### src/rtl/ttl_in_core.sv
// rtl/ttl_in_core.sv - TTL input edge timestamper with event FIFO
//
// Timestamps rising/falling edges on asynchronous TTL inputs against the
// shared 64-bit counter and queues one 128-bit event word per detection in a
// first-word-fall-through FIFO drained over a valid/ready handshake.
//
// Ports:
//   clk, reset          system clock, asynchronous active-high reset
//   counter[63:0]       timestamp source
//   input_pulse[N-1:0]  raw asynchronous TTL inputs
//   enable              capture events while high
//   rising_en           detect rising edges
//   falling_en          detect falling edges
//   flush               single-cycle FIFO and overflow clear
//   ts_dout[127:0]      head event word {counter, 32'b0, fmask, rmask}
//   ts_valid, ts_ready  head word handshake; pop on ts_valid & ts_ready
//   empty, full         FIFO occupancy flags
//   overflow_error      sticky, an event was dropped
//   overflow_count      dropped events, saturating
module ttl_in_core #(
    parameter int INPUT_NUM   = 8,
    parameter int DEPTH       = 16,
    parameter int ADDR_LEN    = 4,
    parameter int SYNC_STAGES = 2
) (
    input  logic                 clk,
    input  logic                 reset,
    input  logic [63:0]          counter,
    input  logic [INPUT_NUM-1:0] input_pulse,
    input  logic                 enable,
    input  logic                 rising_en,
    input  logic                 falling_en,
    input  logic                 flush,
    output logic [127:0]         ts_dout,
    output logic                 ts_valid,
    input  logic                 ts_ready,
    output logic                 empty,
    output logic                 full,
    output logic                 overflow_error,
    output logic [15:0]          overflow_count
);

    logic [INPUT_NUM-1:0] sync_q [SYNC_STAGES];
    logic [INPUT_NUM-1:0] prev_q;
    logic [1:0]           warm_cnt;
    logic [ADDR_LEN:0]    wr_ptr;
    logic [ADDR_LEN:0]    rd_ptr;
    logic [127:0]         mem [DEPTH];

    logic [INPUT_NUM-1:0] sync_last;
    logic [15:0]          rmask16;
    logic [15:0]          fmask16;
    logic                 warm_done;
    logic                 event_det;
    logic                 pop;
    logic                 wr_req;
    logic                 wr_accept;
    logic                 drop;

    // Synchronizer chain and warm-up run regardless of enable/flush so that
    // levels present before capture is enabled never look like edges.
    always_ff @(posedge clk or posedge reset) begin
        if (reset) begin
            for (int i = 0; i < SYNC_STAGES; i++) begin
                sync_q[i] <= '0;
            end
            prev_q   <= '0;
            warm_cnt <= 2'd0;
        end else begin
            sync_q[0] <= input_pulse;
            for (int i = 1; i < SYNC_STAGES; i++) begin
                sync_q[i] <= sync_q[i-1];
            end
            prev_q <= sync_q[SYNC_STAGES-1];
            if (warm_cnt != 2'd3) begin
                warm_cnt <= warm_cnt + 2'd1;
            end
        end
    end

    assign sync_last = sync_q[SYNC_STAGES-1];
    assign warm_done = (warm_cnt == 2'd3);

    always_comb begin
        rmask16 = '0;
        fmask16 = '0;
        rmask16[INPUT_NUM-1:0] = sync_last & ~prev_q & {INPUT_NUM{rising_en}};
        fmask16[INPUT_NUM-1:0] = ~sync_last & prev_q & {INPUT_NUM{falling_en}};
    end

    assign event_det = enable & warm_done & (|(rmask16 | fmask16));

    assign empty    = (wr_ptr == rd_ptr);
    assign full     = (wr_ptr[ADDR_LEN-1:0] == rd_ptr[ADDR_LEN-1:0]) &&
                      (wr_ptr[ADDR_LEN] != rd_ptr[ADDR_LEN]);
    assign ts_valid = ~empty;
    assign ts_dout  = mem[rd_ptr[ADDR_LEN-1:0]];

    // A pop in the same cycle frees the head slot, so a full FIFO can still
    // take a write; flush wins over everything and is never an overflow.
    assign pop       = ts_valid & ts_ready;
    assign wr_req    = event_det & ~flush;
    assign wr_accept = wr_req & (~full | pop);
    assign drop      = wr_req & full & ~pop;

    always_ff @(posedge clk or posedge reset) begin
        if (reset) begin
            wr_ptr         <= '0;
            rd_ptr         <= '0;
            overflow_error <= 1'b0;
            overflow_count <= 16'd0;
        end else if (flush) begin
            wr_ptr         <= '0;
            rd_ptr         <= '0;
            overflow_error <= 1'b0;
            overflow_count <= 16'd0;
        end else begin
            if (wr_accept) begin
                wr_ptr <= wr_ptr + (ADDR_LEN+1)'(1);
            end
            if (pop) begin
                rd_ptr <= rd_ptr + (ADDR_LEN+1)'(1);
            end
            if (drop) begin
                overflow_error <= 1'b1;
                if (overflow_count != 16'hFFFF) begin
                    overflow_count <= overflow_count + 16'd1;
                end
            end
        end
    end

    // When full with a simultaneous pop the write lands in the slot being
    // vacated by the head, which is exactly the new tail position.
    always_ff @(posedge clk) begin
        if (wr_accept) begin
            mem[wr_ptr[ADDR_LEN-1:0]] <= {counter, 32'd0, fmask16, rmask16};
        end
    end

endmodule

### config.mk
export PLATFORM = sky130hd
export DESIGN_NAME = ttl_in_core
export DESIGN_NICKNAME = d
export VERILOG_FILES = /design/src/rtl/ttl_in_core.sv
export SDC_FILE = /design/constraint.sdc
export NUM_CORES = 1
export LEC_CHECK = 0
export ABC_AREA = 1
export BUFFER_PORTS_ARGS = -buffer_cell sky130_fd_sc_hd__buf_2
export CORE_MARGIN = 3
export CORE_UTILIZATION = 58
export CTS_BUF_LIST = sky130_fd_sc_hd__clkbuf_8
export DETAILED_ROUTE_END_ITERATION = 8
export PLACE_DENSITY_LB_ADDON = 0.1
export SETUP_SLACK_MARGIN = 0.05
export SYNTH_ARGS = -nofsm -noshare
export SYNTH_HDL_FRONTEND = slang
export SYNTH_SLANG_ARGS = --single-unit
### constraint.sdc
create_clock -name clk -period 7 [get_ports clk]
set_clock_uncertainty 0.15 [all_clocks]
set_input_delay 1.05 -clock clk [delete_from_list [all_inputs] [get_ports clk]]
set_output_delay 1.05 -clock clk [all_outputs]
set_load 0.05 [all_outputs]
# After elaboration in Yosys (flattened, before gate mapping)
# Memory sizes are Yosys's and may differ from the RTL's.
# Index checks and enable logic that the tools add are counted.
# W data, S select, Z words.
[op_classes]
mul = 0
n_reduce_logical = 7
n_lt_le_gt_ge = 0
bitwise = 19
n_shift = 0
div = 0
addsub = 4
mux = 11
n_eq_ne = 6
[op_table]
columns = ["operator", "n"]
rows = [
  ["$mux W16", 3],
  ["$and A8 B8 Y8", 4],
  ["$mux W5", 4],
  ["$add A16 B1 Y16 const B", 1],
  ["$ne A16 B16 Y1 const B", 1],
  ["$not A8 Y8", 2],
  ["$reduce_or A16 Y1", 1],
  ["$add A5 B1 Y5 const B", 2],
  ["$or A8 B8 Y8", 1],
  ["$reduce_bool A2 Y1", 4],
  ["$and A1 B1 Y1", 7],
  ["$eq A5 B5 Y1", 1],
  ["$eq A4 B4 Y1", 1],
  ["$mux W1", 4],
  ["$not A1 Y1", 4],
  ["$add A2 B1 Y2 const B", 1],
  ["$eq A2 B2 Y1 const B", 1],
  ["$ne A2 B2 Y1 const B", 1],
  ["$reduce_and A2 Y1", 1],
  ["$logic_and A1 B1 Y1", 1],
  ["$ne A1 B1 Y1", 1],
  ["$or A1 B1 Y1", 1],
]
[word_totals]
inputBits = 79
latchBits = 0
mem_bits_rw = 1280
mem_count = 1
out_inout_bits = 148
register_bits = 53
wordCells = 56
rom_bits = 0
[mem_list]
columns = ["memory", "words", "word_bits", "rd", "rd_clocked_by_memory_dff", "write_ports", "line", "text"]
rows = [
  ["mem", 16, 80, 1, 0, 1, "48", "logic [127:0] mem [DEPTH];"],
]

# Depth between registers and ports, before layout
# Gate-level depths: netlist of the first run.
[logic_depth]
word_depth = 11
ltp_mapped = 12
mapped_depth_nobuf = 11

# Worst setup path before layout of the first run
# Ideal clock, no wire load.
[synth_path]
path_type = "input to register"
from = "in rising_en"
to = "mem mem[12][0] (netlist name) (enable)"
path_slack_ns = -1.527
stages = 10
required_ns = 6.233
t_arrival_ns = 7.760
n_path_buf = 2
setup_ns = 0.617
cell_sequence = "buf_2 nand2_1 nor2_1 nor2_1 nand2_1 nor2_1 nand2_1 nand3_2 buf_2 nor3_1"
[synth_between]
elab_chain_cells = 8
[synth_rtl]
columns = ["element", "line", "text"]
rows = [
  ["from (decl)", "31", "input logic rising_en,"],
  ["$and A8 B8 Y8", "87", "rmask16[INPUT_NUM-1:0] = sync_last & ~prev_q & {INPUT_NUM{rising_en}};"],
  ["via rmask16[0]", "51", "logic [15:0] rmask16;"],
  ["$or A8 B8 Y8", "91", "assign event_det = enable & warm_done & (|(rmask16 | fmask16));"],
  ["$reduce_or A16 Y1", "91", ""],
  ["$and A1 B1 Y1", "91", ""],
  ["$and A1 B1 Y1", "102", "assign wr_req = event_det & ~flush;"],
  ["$and A1 B1 Y1", "103", "assign wr_accept = wr_req & (~full | pop);"],
  ["$mux W1", "136", "if (wr_accept) begin"],
  ["$mux W1 (not written as such)", "137", "mem[wr_ptr[ADDR_LEN-1:0]] <= {counter, 32'd0, fmask16, rmask16};"],
  ["to (decl)", "48", ""],
]
# The timed path passes the listed nets, and every way through them passes these cells.

# Final worst setup path of the first run
[layout_path]
from = "reg rd_ptr[0]"
to = "out ts_dout[21]"
[layout_between]
elab_chain_cells = 1
[layout_rtl]
columns = ["element", "line", "text"]
rows = [
  ["from (decl)", "47", "logic [ADDR_LEN:0] rd_ptr;"],
  ["from (signal assigned)", "122", "rd_ptr <= rd_ptr + (ADDR_LEN+1)'(1);"],
  ["$mem_v2 Z16 W80", "--", ""],
  ["to (decl)", "34", "output logic [127:0] ts_dout,"],
]
# No other way between the ends.

==> run summary, run 1 <==
* maximum number of pins on one net before global-route repair: 225
* Synth Flop Type: sky130_fd_sc_hd__edfxtp_1
* worst path required time: 5.80 ns
* commonest cells in the synthesized netlist: 1,280 x sky130_fd_sc_hd__edfxtp_1, 684 x sky130_fd_sc_hd__nor2_1, 647 x sky130_fd_sc_hd__o21ai_0
* placement row count: 109
* RR Startpoint: rd_ptr[0]$_DFFE_PP0P_
* count of boundary I/O pins: 227
* layout net count: 4,126
* Die Y-Extent: 306 um
* wire length of the first global-routing pass: 188,000 um
* average cell area after synthesis: 13.5 um2
* clock slew at the register clock pins of the worst setup and hold paths: 0.06 ns
* Die Outline Area: 0.0933 mm2
* total congestion overflow after global routing: 0
* Leak: 19.4 nW
* cell area after technology mapping: 0.0520 mm2
* CTS Buf Count: 201
* area fraction of the dominant cell type after synthesis: 0.739
* core area: 0.0886 mm2
* critical path launch point type: flip-flop
* Period Utilization, post-route: 0.795
* result of the run: complete, no violations
* Max Cap Viol: 0
* power per unit of standard cell area: 296 mW/mm2
* vias after detailed routing: 32,255
* Worst VDD drop: 0.000246 V
* post-route setup TNS: 0 ns
* DIE WIDTH: 306 um
* final non-filler cell total: 5,367
* IO Port Bufs: 178
* final setup vio count: 0
* most frequent cell after synthesis: sky130_fd_sc_hd__edfxtp_1
* Hold Crit Depth: 1
* clock net sink count: 1,333
* cell types with the largest area share after synthesis: sky130_fd_sc_hd__edfxtp_1 74%, sky130_fd_sc_hd__o21ai_0 6.2%, sky130_fd_sc_hd__nor2_1 4.9%
* number of placed cells counting well taps: 5,002
* Final HPWL DP: 58,400 um
* total design power: 17.0 mW
* tightest slew margin relative to the limit: 0.241
* critical setup path kind: flip-flop to output port
* Hold Path End: sync_q[10]$_DFF_PP0_
* crit path DAT: 4.36 ns
* f_max: 180 MHz
* EDFF count, synth: 1,280
* ratio of routed vias to standard cells: 6.01
* Worst Max-Slew Pin Slew: 1.14 ns
* endpoint kind of the worst setup timing path: output port
* Netlist cell types: 36
* post-layout minimum cycle time: 5.56 ns
* latest clock arrival within the worst-skew pair: 0.84 ns
* remaining antenna violation count after routing: 0
* number of global-route vias before repair: 31,247
* GPL Wtd Cong: 0.793
* iteration-0 DRC count of the detailed router: 3,453
* final wirelength: 124,000 um
* fraction of registers with async set or reset after synthesis: 0.0398
* number of detailed-route iterations in the first pass: 5
* fill cell instance count of the final layout: 6,568
* Avg WL per Cell: 23.1 um
* Critical R2R Capture: mem[1][57]$_DFFE_PP_
* cell type with the highest aggregate area in the netlist: sky130_fd_sc_hd__edfxtp_1
* Fin. Hold Viols: 0
* DRC: 0
* starting density of the core: 0.587
* start point of the worst hold path: input_pulse[2]
* Warnings, synthesis: 0
* biggest fanout along the worst timing path: 127
* Hold Slack: 0.167 ns
* number of gates resized after CTS: 0
* post-synthesis sequential element count: 1,333
* post-route cell area: 0.0574 mm2
* R2R Setup Slk: 2.37 ns
* CTS root buffer: sky130_fd_sc_hd__clkbuf_8
* total global routing track utilization: 0.265
* maximum number of buffers from clock root to sink: 3
* Hold WC Path Type: input port to flip-flop
* instance count of the mapped netlist: 3,868
* cell depth of the worst flop-to-flop path: 10
* buffers inserted during post-CTS setup optimization: 0
* post-synthesis to final-layout area growth: 10.4%
* clock tree from TritonCTS: yes
* CTS Hold Bufs: 0
* area of placed instances: 0.0539 mm2
* register area share after synthesis: 0.764
* Final Max Tran Viols: 0
* # H-tree levels: 4
* RSZ-0062 raised after global routing: no
* fraction of layout cells with a size suffix above 1: 0.120
* number of antenna violations at the first check in global routing: 12
## critical path, stage by stage (launching register included)
cell                       delay (ns)
sky130_fd_sc_hd__dfrtp_4         0.79
sky130_fd_sc_hd__inv_8           0.64
sky130_fd_sc_hd__buf_4           0.76
sky130_fd_sc_hd__o21ai_0         0.21
sky130_fd_sc_hd__o221ai_1        0.23
sky130_fd_sc_hd__nand3_1         0.12
sky130_fd_sc_hd__nand3_1         0.21
sky130_fd_sc_hd__buf_2           0.30
## through the flow
step	setup WS [ns]	util
2_1_floorplan	-1.53	-
3_3_place_gp	1.99	0.608
3_5_place_dp	1.93	0.608
4_1_cts	1.46	0.648
5_1_grt	1.22	0.648
6_report	1.44	0.648
## cell usage in the layout, fill, tap and decap left out, types with 2 or more instances in the layout
| cell type | instances |
|---|---|
| sky130_fd_sc_hd__a21oi_1 | 6 |
| sky130_fd_sc_hd__buf_12 | 17 |
| sky130_fd_sc_hd__buf_2 | 178 |
| sky130_fd_sc_hd__buf_4 | 44 |
| sky130_fd_sc_hd__clkbuf_8 | 209 |
| sky130_fd_sc_hd__clkinv_1 | 54 |
| sky130_fd_sc_hd__clkinv_2 | 15 |
| sky130_fd_sc_hd__clkinvlp_4 | 4 |
| sky130_fd_sc_hd__conb_1 | 48 |
| sky130_fd_sc_hd__dfrtp_1 | 50 |
| sky130_fd_sc_hd__dfrtp_4 | 3 |
| sky130_fd_sc_hd__diode_2 | 6 |
| sky130_fd_sc_hd__edfxtp_1 | 1280 |
| sky130_fd_sc_hd__ha_1 | 7 |
| sky130_fd_sc_hd__inv_1 | 108 |
| sky130_fd_sc_hd__inv_4 | 2 |
| sky130_fd_sc_hd__inv_6 | 3 |
| sky130_fd_sc_hd__inv_8 | 3 |
| sky130_fd_sc_hd__nand2_1 | 248 |
| sky130_fd_sc_hd__nand3_1 | 187 |
| sky130_fd_sc_hd__nand3_2 | 2 |
| sky130_fd_sc_hd__nand4_1 | 4 |
| sky130_fd_sc_hd__nor2_1 | 682 |
| sky130_fd_sc_hd__nor2_2 | 3 |
| sky130_fd_sc_hd__nor2_4 | 2 |
| sky130_fd_sc_hd__nor3_1 | 5 |
| sky130_fd_sc_hd__nor3_2 | 15 |
| sky130_fd_sc_hd__nor3b_1 | 2 |
| sky130_fd_sc_hd__o211ai_1 | 27 |
| sky130_fd_sc_hd__o21ai_0 | 647 |
| sky130_fd_sc_hd__o21ai_1 | 2 |
| sky130_fd_sc_hd__o221ai_1 | 133 |
| sky130_fd_sc_hd__o22ai_1 | 187 |
| sky130_fd_sc_hd__xnor2_1 | 5 |
| sky130_fd_sc_hd__xor2_1 | 4 |
## power by group
group	switching (mW)	internal (mW)
logic	1.95	0.580
clock network	2.82	2.78
registers	0.0689	8.82
total	4.84	12.2
## sequential cells by signal, indices dropped and copies added, names as in the netlist
name            count
mem              1280
overflow_count     16
overflow_error      1
prev_q              8
rd_ptr              5
sync_last           8
sync_q              8
warm_cnt            2
wr_ptr              5
## cells by family after synthesis
family	Yosys count	share of synthesized area
adder cells (fa/ha/maj)	7	0.00168
AND/OR/NAND/NOR	1154	0.0893
multiplexers	1	0.000216
other	1	0.0000721
AO/OA/AOI/OAI	1005	0.112
buffers and inverters	358	0.0308
XOR/XNOR	9	0.00151
flip-flops	1333	0.764
## area by class of cell
class / instances / area, um2 / share of cell area
sequential: 1333 / 39800 / 0.693
clock inverter: 150 / 644 / 0.0112
clock buffer: 209 / 2880 / 0.0501
timing repair buffer: 239 / 1560 / 0.0272
multi-input combinational: 2224 / 10900 / 0.190
inverter: 41 / 175 / 0.00305
tap: 1165 / 1460 / 0.0254
antenna: 6 / 15.0 / 0.000261
## routing by layer
metal  part of all wire  up-vias  wire [um]  GRT usage
li1                   -    14748          -          -
met3              0.073      185       9020     0.0489
met4              0.019        6       2350     0.0805
met2               0.48     1243      59000      0.420
met5            0.00033        -         41          0
met1               0.43    16073      53400      0.381
## worst max path at each step
stage,from,slack [ns],depth (start not counted),end
after floorplan,rising_en,-1.53,10,mem[12][0]$_DFFE_PP_
after global placement,falling_en,1.99,10,mem[4][29]$_DFFE_PP_
after detailed placement,falling_en,1.93,10,mem[4][29]$_DFFE_PP_
after CTS,rd_ptr[0]$_DFFE_PP0P_,1.46,7,ts_dout[21]
after global routing,rd_ptr[0]$_DFFE_PP0P_,1.22,7,ts_dout[119]
final,rd_ptr[0]$_DFFE_PP0P_,1.44,7,ts_dout[21]
Power figures use the tool's default switching activity.
==> inputs of run 2 (changes only) <==
==> constraint.sdc (replaced) <==
create_clock -name clk -period 4.46 [get_ports clk]
set_clock_uncertainty 0.15 [all_clocks]
set_input_delay 0.669 -clock clk [delete_from_list [all_inputs] [get_ports clk]]
set_output_delay 0.669 -clock clk [all_outputs]
set_load 0.05 [all_outputs]
==> run summary, run 2 (synthesis results as in run 1) <==
* result of the run: complete, no violations
* buffers inserted during post-CTS setup optimization: 0
* IO Port Bufs: 178
* # H-tree levels: 4
* remaining antenna violation count after routing: 0
* commonest cells after routing, fill and taps aside: 1,280 x sky130_fd_sc_hd__edfxtp_1, 670 x sky130_fd_sc_hd__nor2_1, 647 x sky130_fd_sc_hd__o21ai_0, 248 x sky130_fd_sc_hd__nand2_1, 208 x sky130_fd_sc_hd__clkbuf_8
* post-synthesis to final-layout area growth: 12.6%
* RSZ-0062 raised after global routing: no
* Worst VDD drop: 0.000335 V
* global routing usage on met2: 0.426
* final non-filler cell total: 5,440
* GPL Wtd Cong: 0.794
* Die Outline Area: 0.0933 mm2
* critical path launch point: rd_ptr[0]$_DFFE_PP0P_
* RR Startpoint: rd_ptr[1]$_DFFE_PP0P_
* ratio of routed vias to standard cells: 6.02
* Max Cap Viol: 0
* iteration-0 DRC count of the detailed router: 3,562
* Hold WC Path Type: input port to flip-flop
* layer with the highest usage after global routing: met2
* CTS root buffer: sky130_fd_sc_hd__clkbuf_8
* Worst Max-Slew Pin Slew: 1.12 ns
* Final Max Tran Viols: 0
* core area: 0.0886 mm2
* Die Y-Extent: 306 um
* post-route setup TNS: 0 ns
* number of detailed-route iterations in the first pass: 7
* power per unit of standard cell area: 463 mW/mm2
* number of global-route vias before repair: 31,754
* global-route met3 utilization: 0.0434
* biggest fanout along the worst timing path: 256
* flip-flop count of the largest register, all copies and words added: 1,280
* area of placed instances: 0.0543 mm2
* final wirelength: 126,000 um
* DRC: 0
* total congestion overflow after global routing: 0
* latest clock arrival within the worst-skew pair: 0.84 ns
* post-layout minimum cycle time: 4.30 ns
* R2R Setup Slk: 1.34 ns
* endpoint kind of the worst setup timing path: output port
* tightest slew margin relative to the limit: 0.253
* placement row count: 109
* Fin. Hold Viols: 0
* total global routing track utilization: 0.268
* Final HPWL DP: 58,900 um
* Period Utilization, post-route: 0.965
* count of boundary I/O pins: 227
* final setup vio count: 0
* most common library cell in the layout ignoring fill and taps: sky130_fd_sc_hd__edfxtp_1
* fraction of layout cells with a size suffix above 1: 0.123
* Hold Slack: 0.0875 ns
* maximum number of buffers from clock root to sink: 3
* clock slew at the register clock pins of the worst setup and hold paths: 0.06 ns
* Leak: 19.9 nW
* clock net sink count: 1,333
* final cell utilization of the core: 0.661
* crit path DAT: 3.48 ns
* worst path required time: 3.64 ns
* wire length of the first global-routing pass: 191,000 um
* global-route track usage on met1: 0.386
* f_max: 232 MHz
* number of placed cells counting well taps: 5,003
* CTS Buf Count: 203
* starting density of the core: 0.587
* DIE WIDTH: 306 um
* layout net count: 4,192
* Avg WL per Cell: 23.1 um
* vias after detailed routing: 32,769
* number of antenna violations at the first check in global routing: 4
* start point of the worst hold path: counter[10]
* post-route cell area: 0.0586 mm2
* maximum number of pins on one net before global-route repair: 257
* clock tree from TritonCTS: yes
* critical setup path kind: flip-flop to output port
* critical path launch point type: flip-flop
==> run 2: changes by cell type in the layout (fill, tap and decap cells not counted), moves of 3 or more <==
cell | previous run | this run
sky130_fd_sc_hd__nor3_2 | 15 | 0
sky130_fd_sc_hd__buf_4 | 44 | 30
sky130_fd_sc_hd__nor2_4 | 2 | 14
sky130_fd_sc_hd__nor3_4 | 0 | 15
sky130_fd_sc_hd__nor2_1 | 682 | 670
sky130_fd_sc_hd__bufinv_16 | 1 | 4
sky130_fd_sc_hd__inv_1 | 108 | 117
sky130_fd_sc_hd__buf_12 | 17 | 32
sky130_fd_sc_hd__dlygate4sd3_1 | 0 | 63
sky130_fd_sc_hd__clkinv_1 | 54 | 49
==> run 2: per-stage QoR <==
| stage | worst slack, ns | power [mW] |
|---|---|---|
| after floorplan | 0.0978 | 17.1 |
| after global placement | 0.927 | 18.2 |
| after detailed placement | 0.907 | 18.3 |
| after CTS | 0.115 | 27.3 |
| after global routing | 0.0560 | 28.2 |
| final | 0.157 | 27.1 |
==> run 2: worst paths after layout <==
kind / cells after the start / end
setup reg to reg: 11 / mem[7][11]$_DFFE_PP_
max in group asynchronous: 3 / rd_ptr[0]$_DFFE_PP0P_
hold / removal: 1 / mem[10][26]$_DFFE_PP_
min in group asynchronous: 3 / sync_q[10]$_DFF_PP0_
hold reg to reg: 0 / sync_last[5]$_DFF_PP0_
setup / recovery: 6 / ts_dout[69]
==> run 2: layout make-up <==
class                           instances  area (um2)
Sequential cell                      1333       39800
Fill cell                            6462       30000
Multi-Input combinational cell       2224       11100
Clock buffer                          208        2860
Timing Repair Buffer                  303        2410
Tap cell                             1165        1460
Clock inverter                        162         800
Inverter                               41         180
Antenna cell                            4        10.0
==> run 2: what timing repair did <==
item / CTS / global route
setup endpoints to repair: 0 / 8
hold endpoints to repair: 805 / 0
hold buffers: 63 / 0
gates resized for setup: 0 / 2
==> run 2: report_power, final <==
part           leakage (nW)  switching, mW  internal (mW)
Sequential             12.2         0.0500           13.8
Clock                  2.16           4.52           4.56
Combinational          5.50           3.18          0.987
Total                  19.9           7.76           19.4
==> run 2: per-layer routing <==
layer / part of all wire / routed length [um]
met3: 0.072 / 9020
met2: 0.48 / 60200
met4: 0.023 / 2950
met5: 0.000056 / 7
met1: 0.43 / 53500
==> run 2: critical path, stage by stage (launching register included) <==
cell	delay, ns
sky130_fd_sc_hd__dfrtp_4	0.53
sky130_fd_sc_hd__buf_16	0.66
sky130_fd_sc_hd__o21ai_0	0.24
sky130_fd_sc_hd__o221ai_1	0.26
sky130_fd_sc_hd__nand3_1	0.15
sky130_fd_sc_hd__nand3_1	0.22
sky130_fd_sc_hd__buf_2	0.30
